### src/rtl/buffer_pkg.sv
// Shared constants and types for the staging buffer.
package buffer_pkg;

    localparam int unsigned BUF_IWID = 8;
    localparam int unsigned BUF_IDIM = 4;

    typedef logic [BUF_IWID-1:0] buf_word_t;

endpackage

### src/rtl/buffer_load_reg.sv
// One load-enabled holding register with asynchronous active-low clear.
module buffer_load_reg
    import buffer_pkg::*;
#(
    parameter int unsigned IWID = BUF_IWID
) (
    input  logic            clk,
    input  logic            rst_n,
    input  logic            load,
    input  logic [IWID-1:0] d_i,
    output logic [IWID-1:0] q_o
);

    logic [IWID-1:0] word_d;
    logic [IWID-1:0] word_q;

    // Capture the new word when load is high, otherwise hold.
    always_comb begin
        word_d = word_q;
        if (load) begin
            word_d = d_i;
        end
    end

    // Storage flop; reset clears without waiting for a clock edge.
    always_ff @(posedge clk or negedge rst_n) begin
        if (!rst_n) begin
            word_q <= '0;
        end else begin
            word_q <= word_d;
        end
    end

    assign q_o = word_q;

endmodule

### src/rtl/buffer_load_array.sv
// Parallel array of IDIM load-enabled word registers that stage data for the
// downstream bitstream generators. Output is purely registered.
module buffer_load_array
    import buffer_pkg::*;
#(
    parameter int unsigned IWID = BUF_IWID,
    parameter int unsigned IDIM = BUF_IDIM
) (
    input  logic            clk,
    input  logic            rst_n,
    input  logic            load,
    input  logic [IWID-1:0] iData [IDIM-1:0],
    output logic [IWID-1:0] oData [IDIM-1:0]
);

    // Reject degenerate sizes at elaboration.
    if (IWID == 0 || IDIM == 0) begin : g_param_check
        $error("buffer_load_array: IWID and IDIM must both be >= 1");
    end

    // One register per lane; all lanes share clock, reset and load.
    for (genvar i = 0; i < int'(IDIM); i++) begin : g_lane
        buffer_load_reg #(
            .IWID (IWID)
        ) u_reg (
            .clk   (clk),
            .rst_n (rst_n),
            .load  (load),
            .d_i   (iData[i]),
            .q_o   (oData[i])
        );
    end

endmodule

### config.mk
export PLATFORM = sky130hd
export DESIGN_NAME = buffer_load_array
export DESIGN_NICKNAME = d
export VERILOG_FILES = /design/src/rtl/buffer_pkg.sv /design/src/rtl/buffer_load_reg.sv /design/src/rtl/buffer_load_array.sv
export SDC_FILE = /design/constraint.sdc
export NUM_CORES = 1
export LEC_CHECK = 0
export BUFFER_PORTS_ARGS = -buffer_cell sky130_fd_sc_hd__buf_2
export CORE_ASPECT_RATIO = 1.2
export CORE_MARGIN = 4
export CORE_UTILIZATION = 36
export CTS_CLUSTER_SIZE = 25
export DETAILED_ROUTE_END_ITERATION = 10
export GPL_TIMING_DRIVEN = 1
export PLACE_DENSITY = 0.65
export SKIP_LAST_GASP = 1
export SYNTH_ARGS = -nofsm -noshare
export SYNTH_HDL_FRONTEND = slang
export SYNTH_SLANG_ARGS = --single-unit
### constraint.sdc
create_clock -name clk -period 1.05 [get_ports clk]
set_clock_uncertainty 0.15 [all_clocks]
set_input_delay 0.105 -clock clk [delete_from_list [all_inputs] [get_ports clk]]
set_output_delay 0.105 -clock clk [all_outputs]
set_load 0.01 [all_outputs]
==> flow_summary.json <==
{
  "path_clk_slew_ns": 0.06,
  "fp.dieH_um": 75.0,
  "cp_num_buf_inv": 1,
  "first_pass_iters": 2,
  "wl_mm": 3.29,
  "final_max_slew_viol_count": 0,
  "setup_violations": 13,
  "clock_latency_ns": 0.27,
  "layout_setup_ws_ns": -0.0150,
  "die_x_um": 63.8,
  "cts_sinks": 32,
  "finalInstanceArea_um2": 2330,
  "path_class": "flop to primary output",
  "cp_max_fo": 2,
  "seq_area_um2": 801,
  "largest_register_ffs": 32,
  "grt.overflow.total": 0,
  "rsz0062_at_grt": "true",
  "grt_max_degree": 33,
  "slew_headroom": 0.883,
  "p_per_area_nw_per_um2": 1370,
  "multi_input_area_um2": 473,
  "antennaDiodeCount": 0,
  "place.gp.congestion": 0.676,
  "drt-vias-per-instance": 4.14,
  "ioPinCount": 67,
  "ant_nets": 0,
  "cap_violations": 0,
  "crit_slowest_cell": "dfrtp_1",
  "die_area_um2": 4780,
  "cp-start-kind": "flop",
  "cp.arrival_ns": 0.81,
  "routedWlPerCell_um": 13.4,
  "post-place-ws_ns": -0.0139,
  "critPathTopFamily": "flip-flops",
  "clock.fmax_ghz": 0.939,
  "start_util": 0.370,
  "required_ns": 0.79,
  "htree_levels": 2,
  "most-common-layout-cells": "63 x buf_2, 33 x dlygate4sd3_1, 32 x dfrtp_1",
  "num_vias": 1019,
  "grt_pass1_vias": 1091,
  "synth.area.top_cells": "dfrtp_1 60%, mux2_4 33%, buf_12 4.5%",
  "yosysSeqAreaShare": 0.595,
  "hold_viol": 0,
  "violations": "negative setup slack",
  "slowest_delay_ns": 0.39,
  "area_delta_synth_final_pct": 73.4,
  "fin_setup_tns_ns": -0.0411,
  "status": "complete, but fails checks",
  "io_buffers": 66,
  "hold_class": "input port to asynchronous set/reset pin",
  "synth_seq_cells": 32,
  "track_usage": 0.144,
  "layout_commonest_cell": "buf_2",
  "synthCells": 68,
  "synth_warnings": 0,
  "hold_ws_ns": 0.148,
  "numCtsBuffers": 5,
  "drc": 0,
  "synth_top_area_share": 0.595,
  "cts_tree": "done",
  "final_layout_size_suffix_gt1_frac": 0.665,
  "core-area_um2": 3630,
  "synth_fp_nets": 103,
  "drtIter0Drc": 28,
  "nNetsFinal": 229,
  "cp_cell_sequence": "buf_2",
  "min_period_ns": 1.06,
  "antenna_found_initial": 0,
  "setup.worst_path.end_class": "primary output",
  "synth_top_cell_by_area": "dfrtp_1",
  "grt_pass1_wl_mm": 5.26,
  "ys_types": 5,
  "placed_cell_area_um2": 1740,
  "syn-cell-area_um2": 1350,
  "syn_avg_cell_area_um2": 19.8,
  "hpwl_mm": 2.02,
  "ir_drop_uv": 879,
  "p_leak_uw": 0.00121,
  "cts.path.max_buffers": 2,
  "min_period_over_period": 1.01,
  "tightest_slew_ns": 0.175,
  "fillers": 274,
  "cts_root_buf": "clkbuf_8",
  "rows": 24
}
[final cells by class]
class,count,share of cell area
clock buffers,7,0.0413
multi-input cells,32,0.203
flip-flops and latches,32,0.343
well taps,52,0.0279
repair buffers,123,0.385
[synth_stat cells]
library cell and number:
mux2_4 30, dfrtp_1 32, buf_6 1, mux2_2 2, buf_12 3
[path summary, 6_finish.rpt]
kind / slack [ns] / endpoint / startpoint / cells after the start
min in group clk: 0.17 / g_lane[0].u_reg.q_o[6]$_DFFE_PN0P_ / load / 3
max in group asynchronous: 0.43 / g_lane[2].u_reg.q_o[5]$_DFFE_PN0P_ / rst_n / 3
max reg2reg: -0.01 / g_lane[0].u_reg.q_o[5]$_DFFE_PN0P_ / g_lane[0].u_reg.q_o[5]$_DFFE_PN0P_ / 2
max: -0.01 / oData[20] / g_lane[2].u_reg.q_o[4]$_DFFE_PN0P_ / 1
min reg2reg: 0.36 / g_lane[0].u_reg.q_o[7]$_DFFE_PN0P_ / g_lane[0].u_reg.q_o[7]$_DFFE_PN0P_ / 1
min: 0.15 / g_lane[0].u_reg.q_o[3]$_DFFE_PN0P_ / rst_n / 3
[per-stage QoR]
stage,utilization,total power (uW),cells
5_1_grt,0.642,3360,246
6_report,0.642,3190,246
3_3_place_gp,0.478,1990,186
2_1_floorplan,-,1750,68
4_1_cts,0.630,3200,242
3_5_place_dp,0.478,2000,186
[where the power goes]
| part | internal, uW | total [uW] | switching, uW | leakage (uW) |
|---|---|---|---|---|
| sequential | 1360 | 1430 | 68.8 | 0.000374 |
| clock | 583 | 991 | 408 | 0.0000503 |
| combinational | 510 | 775 | 266 | 0.000788 |
[what timing repair did]
| action | CTS | global route |
|---|---|---|
| hold endpoints to repair | 64 | 0 |
| endpoints found under the setup margin | 31 | 42 |
| hold buffers | 33 | 0 |
| resized for setup | 1 | 2 |
| setup buffers | 16 | 4 |
| pin swaps | 0 | 0 |
[kinds of logic (layout without fill, tap and decap cells)]
group                  after synthesis  in the layout  synth area share
multiplexers                        32             32             0.352
flip-flops                          32             32             0.595
buffers and inverters                4            130            0.0530
[metal layers]
layer	vias to the layer above	wire [um]	global-route usage	part of all wire
met2	37	1820	0.259	0.55
met5	-	0	0	0
li1	486	-	-	-
met1	492	1240	0.165	0.38
met3	4	208	0.0463	0.063
met4	0	30	0.0432	0.0091
(Power assumes the default switching activity.)
